--- src/rtl/sr_pkg.sv ---
// Shared constants and state encoding for the word-serial split/merge pair.
package sr_pkg;

  localparam int unsigned WORD_W  = 32;
  localparam int unsigned N_WORDS = 9;
  localparam int unsigned OUT_W   = WORD_W * N_WORDS;
  localparam int unsigned CNT_W   = 4;

  typedef enum logic {
    ST_FILL = 1'b0,
    ST_FULL = 1'b1
  } state_t;

endpackage

--- src/rtl/merging.sv ---
// Serial-to-parallel packer: collects N_WORDS words MSB-first into one wide
// vector and holds it until the downstream consumes it.
module merging
  import sr_pkg::*;
(
  input  logic              clk,
  input  logic              reset,
  input  logic [WORD_W-1:0] in_data,
  input  logic              in_valid,
  output logic              in_ready,
  output logic [OUT_W-1:0]  out_data,
  output logic              out_valid,
  input  logic              out_ready,
  output logic [CNT_W-1:0]  word_cnt
);

  state_t             state, state_n;
  logic [CNT_W-1:0]   cnt_n;
  logic               valid_n;
  logic [CNT_W-1:0]   wr_slot;
  logic               accept;
  logic [N_WORDS-1:0] slot_we;

  // In FULL the next vector may start in the same edge the current one leaves.
  assign in_ready = (state == ST_FILL) || out_ready;

  always_comb begin
    state_n = state;
    cnt_n   = word_cnt;
    valid_n = out_valid;
    wr_slot = word_cnt;
    accept  = in_valid && in_ready;
    case (state)
      ST_FILL: begin
        if (accept) begin
          if (word_cnt == CNT_W'(N_WORDS - 1)) begin
            state_n = ST_FULL;
            cnt_n   = '0;
            valid_n = 1'b1;
          end else begin
            cnt_n = word_cnt + CNT_W'(1);
          end
        end
      end
      ST_FULL: begin
        wr_slot = '0;
        if (out_ready) begin
          state_n = ST_FILL;
          valid_n = 1'b0;
          cnt_n   = in_valid ? CNT_W'(1) : CNT_W'(0);
        end
      end
      default: begin
        state_n = ST_FILL;
        cnt_n   = '0;
        valid_n = 1'b0;
      end
    endcase
  end

  always_ff @(posedge clk or negedge reset) begin
    if (!reset) begin
      state     <= ST_FILL;
      word_cnt  <= '0;
      out_valid <= 1'b0;
    end else begin
      state     <= state_n;
      word_cnt  <= cnt_n;
      out_valid <= valid_n;
    end
  end

  // One write enable per slot; slot 0 occupies the top word of out_data.
  for (genvar i = 0; i < N_WORDS; i++) begin : g_slot_we
    assign slot_we[i] = accept && (wr_slot == CNT_W'(i));
  end

  always_ff @(posedge clk or negedge reset) begin
    if (!reset) begin
      out_data <= '0;
    end else begin
      for (int unsigned i = 0; i < N_WORDS; i++) begin
        if (slot_we[i]) out_data[OUT_W-1-i*WORD_W -: WORD_W] <= in_data;
      end
    end
  end

endmodule

--- config.mk ---
export PLATFORM = sky130hd
export DESIGN_NAME = merging
export DESIGN_NICKNAME = d
export VERILOG_FILES = /design/src/rtl/sr_pkg.sv /design/src/rtl/merging.sv
export SDC_FILE = /design/constraint.sdc
export NUM_CORES = 1
export LEC_CHECK = 0
export ABC_AREA = 0
export BUFFER_PORTS_ARGS = -buffer_cell sky130_fd_sc_hd__buf_2
export CAP_MARGIN = 20
export CORE_UTILIZATION = 51
export CTS_CLUSTER_SIZE = 40
export DETAILED_ROUTE_END_ITERATION = 16
export GPL_ROUTABILITY_DRIVEN = 0
export HOLD_SLACK_MARGIN = 0.08
export PLACE_DENSITY = 0.76
export SYNTH_ARGS = -nofsm -noshare
export SYNTH_HDL_FRONTEND = slang
export SYNTH_SLANG_ARGS = --single-unit
--- constraint.sdc ---
create_clock -name clk -period 2.6 [get_ports clk]
set_clock_uncertainty 0.1 [all_clocks]
set_input_delay 0.39 -clock clk [delete_from_list [all_inputs] [get_ports clk]]
set_output_delay 0.39 -clock clk [all_outputs]
set_load 0.1 [all_outputs]
## Word level (Yosys, flattened, before mapping)

Cells that the tools add are included.
Widths: inputs -> output; s select.

- Add/subtract/negate cells: 1
- Equality and inequality tests: 12
- Multiplexer cells: 14
- Bitwise operators: 1
- Reduce and logical (&&, ||, !) cells: 14

Operators by type and width:

| operator | number |
|---|---|
| $eq 4x3->1 const B | 4 |
| $mux 4 | 4 |
| $logic_and 1x1->1 | 10 |
| $eq 4x2->1 const B | 2 |
| $eq 4x4->1 const B | 2 |
| $pmux 4 s2 | 1 |
| $mux 1 | 7 |
| $add 4x1->4 const B | 1 |
| $eq 4x1->1 const B | 1 |
| $logic_not 4->1 | 1 |
| $ne 2x2->1 const B | 2 |
| $pmux 1 s2 | 2 |
| $reduce_and 3->1 | 1 |
| $ne 2x1->1 const B | 1 |
| $reduce_and 2->1 | 1 |
| $logic_or 1x1->1 | 1 |
| $not 1->1 | 1 |

- Flip-flop bits (word level): 294
- Input port bits: 36
- Output and inout port bits: 294
- Logic and storage cells: 54

## Longest topological paths before layout

- Depth in word-level cells: 5
- Mapped depth: 6
- Depth with buffers taken out: 5

## Worst setup path after synthesis

No wires, ideal clock.

- Path kind: register to register
- Start: register word_cnt[2]
- End: register out_data[33]
- Setup time: 0.125 ns
- Data arrival time: 2.276 ns
- Required time: 2.375 ns
- Path slack: 0.098 ns
- Cell stages (with the launch flop): 7
- Path buffers: 3
- Clock period less this slack: 2.502 ns
- Cell sequence: dfrtp_1 -> clkbuf_2 -> and4bb_1 -> and3_1 -> clkbuf_2 -> buf_6 -> mux2_2

- Word-level cells in the longest chain between the ends: 3

RTL lines:

| what | RTL line | RTL |
|---|---|---|
| start, declared | merging.sv:14 | `output logic [CNT_W-1:0] word_cnt` |
| start signal, assigned | merging.sv:68 | `word_cnt <= cnt_n;` |
| $mux 4 | merging.sv:33 | `case (state)` |
| $eq 4x3->1 | merging.sv:75 | `assign slot_we[i] = accept && (wr_slot == CNT_W'(i));` |
| $logic_and 1x1->1 | merging.sv:75 |  |
| end signal, assigned by index | merging.sv:83 | `if (slot_we[i]) out_data[OUT_W-1-i*WORD_W -: WORD_W] <= in_data;` |
| end, declared | merging.sv:11 | `output logic [OUT_W-1:0] out_data,` |

Every way passes these cells.
A chain may end at the register's enable or synchronous reset.

## Worst setup path after layout

- Start: input out_ready
- End: output in_ready

- Word-level cells in the longest chain between the ends: 1

RTL lines:

| what | RTL line | RTL |
|---|---|---|
| start, declared | merging.sv:13 | `input logic out_ready,` |
| $logic_or 1x1->1 | merging.sv:25 | `assign in_ready = (state == ST_FILL) \|\| out_ready;` |
| end, declared | merging.sv:10 | `output logic in_ready,` |

Every way passes these cells.

==> impl_metrics.ini <==
[yosys]
yosys.area.top_type_share_pct = 66.4
synth_seq_area_share_pct = 66.4
post_synth_inst_count = 660
synth_fp_nets = 698
ys_top_cells_by_area = sky130_fd_sc_hd__dfrtp_1 66%, sky130_fd_sc_hd__mux2_2 29%, sky130_fd_sc_hd__buf_2 0.99%
synthDominantAreaCellType = sky130_fd_sc_hd__dfrtp_1
synth_enable_flop_cells = 0
async_reset_ff_share_pct = 100
dominantRegCellSynth = sky130_fd_sc_hd__dfrtp_1
synth_cell_type_count = 30
syn_area_um2 = 11100
mean_area_per_synthesized_cell_um2 = 16.8
postSynthRegisterBits = 294
yosys_warnings = 0

[cts]
worst_skew_late_latency_ns = 0.54
cts_hold_buffers = 2
clk_pin_slew_worst_paths_ns = 0.06
cts-root-to-sink-buffers = 3
cts.sink_count = 294
cts_resized = 0
clock_tree_from_tritoncts = done
post_cts.repair.setup_buffers = 0
root_buffer = sky130_fd_sc_hd__clkbuf_16
cts_max_level = 1
numCtsBuffers = 31

[critical_path]
cp_top_family = buffers and inverters
timing.setup.critical_path_class = input pin to output pin
critical-path-max-stage-delay_ns = 0.55
cp_num_cells = 4
worst_r2r_startpoint = state$_DFF_PN0_
cpMaxStageDelayCell = sky130_fd_sc_hd__dlygate4sd3_1
critical_path_required_ns = 2.11
cp_max_fo = 4
crit_buf_inv = 3
timing.critical_path.arrival_ns = 1.73
worstSetupEndpointType = output pin
timing.critical_path.from_type = input pin
worst_path_most_repeated_cell = sky130_fd_sc_hd__buf_2
setup.reg_to_reg.worst_slack_ns = 0.50
worstRegToRegCells = 4
ordered_cell_list_for_the_critical_path = dlygate4sd3_1, buf_2, nand2b_1, buf_2
timing.rr.end = out_data[165]$_DFFE_PN0P_

[floorplan]
top_level_pins = 330
initial_utilization_pct = 52.4
fp.coreArea_um2 = 21200
die_y_um = 149
dieWidth_um = 149
floorplan.die_area_um2 = 22300
fp-row-count = 53

[timing]
slew-limit-headroom_pct = 64.8
slew_violations = 0
unrepaired_setup_endpoints_after_global_routing = no
period_needed_ns = 2.22
hold_ws_ns = 0.113
worstMarginPinSlew_ns = 0.531
maxClockFrequency_ghz = 0.451
final-hold-violation-count = 0
timing.final.crit_share_pct = 85.3
timing.setup.tns_ns = 0
setup_violations_final = 0

[finish]
num-fill-cells = 1489
finish.net_count = 1050
num_antenna_cells = 0
layout-drive-gt1-share_pct = 66.4
syn_to_final_growth_pct = 28.0

[global_route]
global_route.overflow_total = 0
overall_global_routing_resource_usage_pct = 25.0
first_global_vias = 7160
grt_max_degree = 60
grt_pass1_wl_um = 42400
number_of_antenna_violations_at_the_first_check_in_global_routing = 0

[routing]
route.final.wire_length_um = 27600
wl_per_cell_um = 21.1
drtIter0Drc = 268
dr_total_vias = 6940
via_per_inst = 5.31
remaining_antenna_violation_count_after_routing = 0
post_detailed_route_drc_marker_count = 0
drt-pass1-iter-count = 4

[min_path]
min-delay-path-class = input pin to register
hold_path.startpoint = in_data[25]
worstHoldPathCells = 2
hold_end = out_data[153]$_DFFE_PN0P_

[place]
io_buffer_count = 329
place_hpwl_um = 18800

[run]
cap_violations = 0

[status]
status = finished clean
## kinds of logic (layout without fill, tap and decap cells)
group | after synthesis | in the layout | share of synthesized area (%)
and+or+nand+nor | 30 | 30 | 1.65
DFF | 294 | 294 | 66.4
AOI/OAI and AO/OA | 10 | 10 | 0.621
adders and majority gates | 2 | 2 | 0.226
muxes | 289 | 289 | 29.4
buffers and inverters | 35 | 406 | 1.77
## cell usage after synthesis (2+ instances only)
cell and number:
sky130_fd_sc_hd__dfrtp_1 294, sky130_fd_sc_hd__mux2_2 283, sky130_fd_sc_hd__buf_2 22, sky130_fd_sc_hd__nand2_1 10, sky130_fd_sc_hd__nor2b_1 5, sky130_fd_sc_hd__mux2_1 4, sky130_fd_sc_hd__a21oi_1 3, sky130_fd_sc_hd__and3_1 3
sky130_fd_sc_hd__buf_4 3, sky130_fd_sc_hd__buf_6 3, sky130_fd_sc_hd__clkbuf_2 3, sky130_fd_sc_hd__inv_1 3, sky130_fd_sc_hd__nand3_1 3, sky130_fd_sc_hd__nor2_1 3, sky130_fd_sc_hd__ha_1 2, sky130_fd_sc_hd__nand2b_1 2
## worst max-delay path by stage
stage,to,from
3_5_place_dp,out_data[178]$_DFFE_PN0P_,state$_DFF_PN0_
5_1_grt,in_ready,out_ready
2_1_floorplan,out_data[33]$_DFFE_PN0P_,word_cnt[2]$_DFFE_PN0P_
4_1_cts,in_ready,out_ready
3_3_place_gp,out_data[173]$_DFFE_PN0P_,state$_DFF_PN0_
6_report,in_ready,out_ready
## worst register-to-register path: stages (launching register included)
cell and delay, ns:
sky130_fd_sc_hd__dfrtp_1 0.50, sky130_fd_sc_hd__nor4b_4 0.32, sky130_fd_sc_hd__and3_2 0.46, sky130_fd_sc_hd__buf_12 0.24, sky130_fd_sc_hd__mux2_2 0.36
## metal layers
| layer | global-route usage [%] | vias up | share of wire, % |
|---|---|---|---|
| met3 | 6.19 | 44 | 6.5 |
| met2 | 41.1 | 231 | 49 |
| met5 | 0 | - | 0 |
| met1 | 32.8 | 3610 | 42 |
| li1 | - | 3055 | - |
| met4 | 7.09 | 0 | 2.7 |
## cells in the final DEF, fill, tap and decap left out, drive strengths merged
master | synthesis | routed
clkbuf | 4 | 47
o21ai | 1 | 1
and4bb | 1 | 1
a21oi | 3 | 3
nand3 | 3 | 3
inv | 3 | 4
bufinv | 0 | 1
nand2b | 2 | 2
dfrtp | 294 | 294
nand4bb | 1 | 1
nand2 | 10 | 10
clkinv | 0 | 3
nor2b | 5 | 5
dlygate4sd3 | 0 | 2
mux2i | 1 | 1
mux2 | 288 | 288
a22o | 1 | 1
a41oi | 1 | 1
o211ai | 1 | 1
a2bb2oi | 1 | 1
nor4b | 1 | 1
a211oi | 1 | 1
and3 | 3 | 3
a21boi | 1 | 1
buf | 28 | 349
ha | 2 | 2
nor2 | 3 | 3
nand4b | 1 | 1
## layout make-up
class | count | area [um2] | share of cell area (%)
Inverter | 3 | 11.3 | 0.0794
Tap cell | 275 | 344 | 2.42
Timing Repair Buffer | 351 | 1960 | 13.8
Clock inverter | 5 | 53.8 | 0.379
Sequential cell | 294 | 7360 | 51.8
Multi-Input combinational cell | 331 | 3560 | 25.1
Clock buffer | 47 | 896 | 6.31
## flip-flops by register name, summed over array words and instances (netlist names)
register / flops
out_data: 288
out_valid: 1
state: 1
word_cnt: 4
## per-stage QoR
stage / std cells / instance area [um2] / utilization (%) / setup WS (ns)
detailed placement: 1252 / 13200 / 62.5 / 0.494
CTS: 1306 / 14200 / 67.1 / 0.392
floorplan: 660 / 11100 / - / 0.0982
global route: 1306 / 14200 / 67.1 / 0.308
finish: 1306 / 14200 / 67.1 / 0.381
global placement: 1252 / 13200 / 62.5 / 0.528
Power is left out: the tool's default activity adds up to more than one toggle a clock period on the data nets, which glitch-free logic cannot reach.
